[src/rtl/video_timing_gen.sv]
// Raster timing generator: x/y counters with registered sync, blank, de and start pulses
// decoded from the next position. Define VTG_RUNTIME_CFG_EN to add the runtime active-size port.
module video_timing_gen #(
    parameter int CW        = 12,
    parameter int H_ACTIVE  = 400,
    parameter int H_FP      = 8,
    parameter int H_SYNC    = 1,
    parameter int H_BP      = 14,
    parameter int V_ACTIVE  = 360,
    parameter int V_FP      = 14,
    parameter int V_SYNC    = 1,
    parameter int V_BP      = 19,
    parameter int HSYNC_POL = 1,
    parameter int VSYNC_POL = 1
) (
    input  logic          clk,
    input  logic          reset_n,
    input  logic          en,
    output logic [CW-1:0] x,
    output logic [CW-1:0] y,
    output logic          hsync,
    output logic          vsync,
    output logic          hblank,
    output logic          vblank,
    output logic          de,
    output logic          line_start,
    output logic          frame_start
`ifdef VTG_RUNTIME_CFG_EN
    ,
    input  logic          cfg_valid,
    output logic          cfg_ready,
    input  logic [CW-1:0] cfg_h_active,
    input  logic [CW-1:0] cfg_v_active
`endif
);
    localparam int   W1     = CW + 1;
    localparam int   HPORCH = H_FP + H_SYNC + H_BP;
    localparam int   VPORCH = V_FP + V_SYNC + V_BP;
    localparam int   HT0    = H_ACTIVE + HPORCH;
    localparam int   VT0    = V_ACTIVE + VPORCH;
    localparam logic HS_ACT = (HSYNC_POL != 0);
    localparam logic VS_ACT = (VSYNC_POL != 0);

    if (H_FP == 0 || H_SYNC == 0 || H_BP == 0 || V_FP == 0 || V_SYNC == 0 || V_BP == 0) begin : g_bad_porch
        $error("video_timing_gen: porch and sync lengths must be non-zero");
    end
    if (longint'(HT0) > (longint'(1) << CW) || longint'(VT0) > (longint'(1) << CW)) begin : g_bad_total
        $error("video_timing_gen: line or frame total does not fit in CW bits");
    end

    logic [CW-1:0] ha, va, ha_d, va_d;
    logic [CW-1:0] x_q, x_d, y_q, y_d;
    logic [W1-1:0] ht_m1, vt_m1, hs_beg, hs_end, vs_beg, vs_end;
    logic          x_wrap, y_wrap, frame_wrap;
    logic          hsync_q, vsync_q, hblank_q, vblank_q, de_q, line_start_q, frame_start_q;
    logic          hblank_d, vblank_d;

    assign ht_m1 = {1'b0, ha} + W1'(HPORCH - 1);
    assign vt_m1 = {1'b0, va} + W1'(VPORCH - 1);

    always_comb begin
        x_d    = x_q;
        y_d    = y_q;
        x_wrap = 1'b0;
        y_wrap = 1'b0;
        if (en) begin
            if ({1'b0, x_q} >= ht_m1) begin
                x_d    = '0;
                x_wrap = 1'b1;
                if ({1'b0, y_q} >= vt_m1) begin
                    y_d    = '0;
                    y_wrap = 1'b1;
                end else begin
                    y_d = y_q + CW'(1);
                end
            end else begin
                x_d = x_q + CW'(1);
            end
        end
    end

    assign frame_wrap = x_wrap & y_wrap;

`ifdef VTG_RUNTIME_CFG_EN
    logic [CW-1:0] ha_q, va_q, pend_ha_q, pend_va_q;
    logic          pend_q, applied_q, rdy_q, xfer, apply;

    assign xfer  = cfg_valid & rdy_q;
    assign apply = frame_wrap & pend_q;
    assign ha    = ha_q;
    assign va    = va_q;
    assign ha_d  = apply ? pend_ha_q : ha_q;
    assign va_d  = apply ? pend_va_q : va_q;
    assign cfg_ready = rdy_q;

    // The slot reopens one cycle after the new sizes take effect.
    always_ff @(posedge clk or negedge reset_n) begin
        if (!reset_n) begin
            ha_q      <= CW'(H_ACTIVE);
            va_q      <= CW'(V_ACTIVE);
            pend_ha_q <= '0;
            pend_va_q <= '0;
            pend_q    <= 1'b0;
            applied_q <= 1'b0;
            rdy_q     <= 1'b1;
        end else begin
            ha_q      <= ha_d;
            va_q      <= va_d;
            applied_q <= apply;
            if (apply) begin
                pend_q <= 1'b0;
            end
            if (xfer) begin
                pend_q    <= 1'b1;
                pend_ha_q <= (cfg_h_active == '0) ? CW'(1) : cfg_h_active;
                pend_va_q <= (cfg_v_active == '0) ? CW'(1) : cfg_v_active;
                rdy_q     <= 1'b0;
            end else if (applied_q) begin
                rdy_q <= 1'b1;
            end
        end
    end
`else
    assign ha   = CW'(H_ACTIVE);
    assign va   = CW'(V_ACTIVE);
    assign ha_d = ha;
    assign va_d = va;
`endif

    assign hs_beg   = {1'b0, ha_d} + W1'(H_FP);
    assign hs_end   = hs_beg + W1'(H_SYNC);
    assign vs_beg   = {1'b0, va_d} + W1'(V_FP);
    assign vs_end   = vs_beg + W1'(V_SYNC);
    assign hblank_d = (x_d >= ha_d);
    assign vblank_d = (y_d >= va_d);

    always_ff @(posedge clk or negedge reset_n) begin
        if (!reset_n) begin
            x_q           <= CW'(HT0 - 1);
            y_q           <= CW'(VT0 - 1);
            hsync_q       <= ~HS_ACT;
            vsync_q       <= ~VS_ACT;
            hblank_q      <= 1'b1;
            vblank_q      <= 1'b1;
            de_q          <= 1'b0;
            line_start_q  <= 1'b0;
            frame_start_q <= 1'b0;
        end else begin
            x_q           <= x_d;
            y_q           <= y_d;
            hsync_q       <= (({1'b0, x_d} >= hs_beg) && ({1'b0, x_d} < hs_end)) ? HS_ACT : ~HS_ACT;
            vsync_q       <= (({1'b0, y_d} >= vs_beg) && ({1'b0, y_d} < vs_end)) ? VS_ACT : ~VS_ACT;
            hblank_q      <= hblank_d;
            vblank_q      <= vblank_d;
            de_q          <= ~hblank_d & ~vblank_d;
            line_start_q  <= x_wrap;
            frame_start_q <= frame_wrap;
        end
    end

    assign x           = x_q;
    assign y           = y_q;
    assign hsync       = hsync_q;
    assign vsync       = vsync_q;
    assign hblank      = hblank_q;
    assign vblank      = vblank_q;
    assign de          = de_q;
    assign line_start  = line_start_q;
    assign frame_start = frame_start_q;
endmodule

[config.mk]
export PLATFORM = sky130hd
export DESIGN_NAME = video_timing_gen
export DESIGN_NICKNAME = d
export VERILOG_FILES = /design/src/rtl/video_timing_gen.sv
export SDC_FILE = /design/constraint.sdc
export NUM_CORES = 1
export LEC_CHECK = 0
export ABC_AREA = 1
export CORE_ASPECT_RATIO = 1.2
export CORE_UTILIZATION = 51
export DETAILED_ROUTE_END_ITERATION = 12
export GPL_ROUTABILITY_DRIVEN = 0
export PLACE_DENSITY = 0.82
export SYNTH_ARGS = -nofsm -noshare
export SYNTH_HDL_FRONTEND = slang
export SYNTH_SLANG_ARGS = --single-unit
export TNS_END_PERCENT = 10
[constraint.sdc]
create_clock -name clk -period 2.7 [get_ports clk]
set_input_delay 0.675 -clock clk [delete_from_list [all_inputs] [get_ports clk]]
set_output_delay 0.675 -clock clk [all_outputs]
set_load 0.03 [all_outputs]
==> qor.txt <==
outcome: complete, no violations
Clk pwr share: 28.1%
H-tree levels: 2
IO Count: 34
Initial Util: 53.0%
hold_buf cts: 0
Net Count, Synth: 232
number of global-route vias before repair: 1477
die width: 55.8 um
Leakage: 1.08 nW
fill count: 286
Psw: 0.606 mW
Cell Count, Final, Fillers Out: 302
Post-synth ARST share: 100%
n_diodes: 0
vias per cell: 5.19
worst min-delay path category: reg2reg
Slew Limit Fails: 0
Worst R2R Setup Slack: 0.44 ns
Gate power share: 33.4%
die span in y: 66.5 um
fin nets: 272
switch share: 36.2%
CTS clk-pin slew, worst paths: 0.07 ns
fmax: 442 MHz
ANT nets after route: 0
CTS tree: built
# Post-CTS Setup Buffers: 0
overall power: 1.67 mW
Crit Path Max Fanout: 5
crit start category: flip-flop
Fin. Hold Viols: 0
most common cell after layout, fill and taps aside: nand2_1
crit path cell chain: ha_1 -> inv_1 -> nor2_1 -> nor3b_1 -> nand3_1 -> nand2_1 -> nand3_2 -> nor2_1 -> nand2_1 -> nor2_1 -> nor2_1 -> nand2_2 -> nor2_1
DP Area: 2150 um2
Setup-failing EPs final: 0
commonest cells after routing, fill and taps aside: nand2_1, inv_1, clkdlybuf4s50_1, nor2_1, nand3_1
number of synthesized flops with an enable pin: 0
Syn Std Cell Area: 1770 um2
crit path kind: reg2reg
largest net degree at the start of global routing: 32
slowest stage cell, crit path: dfstp_2
DP Wirelength: 2.95 mm
max incr delay on CP: 0.58 ns
Primary FF master, synth: dfrtp_1
Ys Warns: 0
cell mode on critical path: nor2_1
fraction of layout cells with a size suffix above 1: 18.5%
Seq pwr share: 38.5%
DRC Markers: 0
initial DRC count: 48
Layout area overhead: 28.0%
Gate Count Post-Synth: 224
Int Power: 1.07 mW
final core utilization: 67.8%
cts bufs inserted: 5
via count: 1568
clk_lat worst skew: 0.29 ns
Buffers on Ports: 33
RSZ-0062 raised after global routing: false
VDD IR max: 0.000708 V
sequential-to-total area share from yosys stat: 44.6%
all-layer global routing usage: 23.0%
post-synthesis register bit count: 31
Rows: 23
Resized cells post-CTS: 0
Root Buffer: clkbuf_8
Worst-Margin Slew: 0.394 ns
period utilization: 83.9%
GR Overflow Total: 0
initial antenna violation count: 0
Cell Pwr Density: 739 nW/um2
DR WL/cell: 12.7 um
Final Instance Area: 2260 um2
Pre-antenna DRT Iters: 4
clock buffer depth: 2
fin crit period: 2.26 ns
library cells used by synthesis: 31
clk_skew: 0.0104 ns
core area: 3340 um2
Rel. slew slack: 73.5%
worst endpoint required time: 2.88 ns
Critical Path Sink Type: flip-flop
full die area: 3710 um2
DP Cell Count: 294
Final Routed Wirelength: 3.84 mm
CTS sink count: 31
max_cap viols: 0
first-pass GRT wire length: 6.45 mm
Arrival @ worst endpoint: 2.44 ns
synthesized area per cell: 7.90 um2
TNS Setup: 0 ns
==> final cells by class <==
type / instances / area (um2) / share of cell area (%)
sequential: 31 / 790 / 34.9
inverter: 40 / 150 / 6.63
timing repair buffer: 36 / 353 / 15.6
multi-input combinational: 150 / 808 / 35.7
tap: 37 / 46.3 / 2.04
clock inverter: 2 / 35.0 / 1.55
clock buffer: 6 / 82.6 / 3.65
==> stage by stage <==
stage	hold slack [ns]	setup WS (ns)
CTS	0.561	0.424
global placement	0.542	0.185
floorplan	0.379	0.622
finish	0.556	0.436
global route	0.585	0.212
detailed placement	0.545	0.169
==> cell families (layout without fill, tap and decap cells) <==
| group | after synthesis | after routing | synth area share, % |
|---|---|---|---|
| AO/OA/AOI/OAI | 13 | 13 | 5.02 |
| XOR/XNOR | 5 | 5 | 2.48 |
| buffers and inverters | 43 | 84 | 9.69 |
| AND/OR/NAND/NOR | 127 | 127 | 34.7 |
| flip-flops | 31 | 31 | 44.6 |
| adder cells (fa/ha/maj) | 5 | 5 | 3.54 |
==> flip-flops by register name (all words and copies together), names as in the netlist <==
| signal | count |
|---|---|
| vsync | 1 |
| y | 12 |
| hblank | 1 |
| x | 12 |
| de | 1 |
| vblank | 1 |
| line_start | 1 |
| hsync | 1 |
| frame_start | 1 |
==> synth_stat cells (all sizes together) (3+ instances only) <==
library cell,count,area [um2]
dfrtp,20,500
o21ai,5,25.0
inv,39,146
ha,5,62.6
xor2,4,35.0
buf,3,21.3
nor2,36,148
nand4,4,37.5
a21oi,5,40.0
dfstp,11,289
nor3,9,55.1
nand2,45,181
nand3,30,170
==> final timing paths <==
check,depth (start not counted),from,end
setup / recovery,13,y[0],de
hold / removal,2,x[11],x[11]
setup reg to reg,13,y[0],de
hold reg to reg,2,x[11],x[11]
max in group asynchronous,2,reset_n,x[2]
min in group asynchronous,2,reset_n,y[2]
==> layer usage <==
metal	share of wire, %	GRT usage, %	up-vias
li1	-	-	781
met1	41	26.1	721
met2	52	42.5	57
met3	5.4	5.05	9
met4	1.7	8.44	0
met5	0	0	-
==> critical path, delay by kind of cell (launching register included) <==
family / cells / cell delay [ns]
and+or+nand+nor: 11 / 1.32
DFF: 1 / 0.58
adders and majority gates: 1 / 0.20
buffers and inverters: 1 / 0.07
==> power groups by stage <==
| stage | sequential, mW | clock (mW) | combinational (mW) |
|---|---|---|---|
| 6_report | 0.645 | 0.470 | 0.558 |
| 5_1_grt | 0.657 | 0.502 | 0.614 |
| 4_1_cts | 0.645 | 0.478 | 0.562 |
| 3_5_place_dp | 0.653 | 0 | 0.557 |
| 3_3_place_gp | 0.650 | 0 | 0.550 |
| 2_1_floorplan | 0.781 | 0 | 0.211 |
No activity file was read; power rests on OpenSTA's default activity.
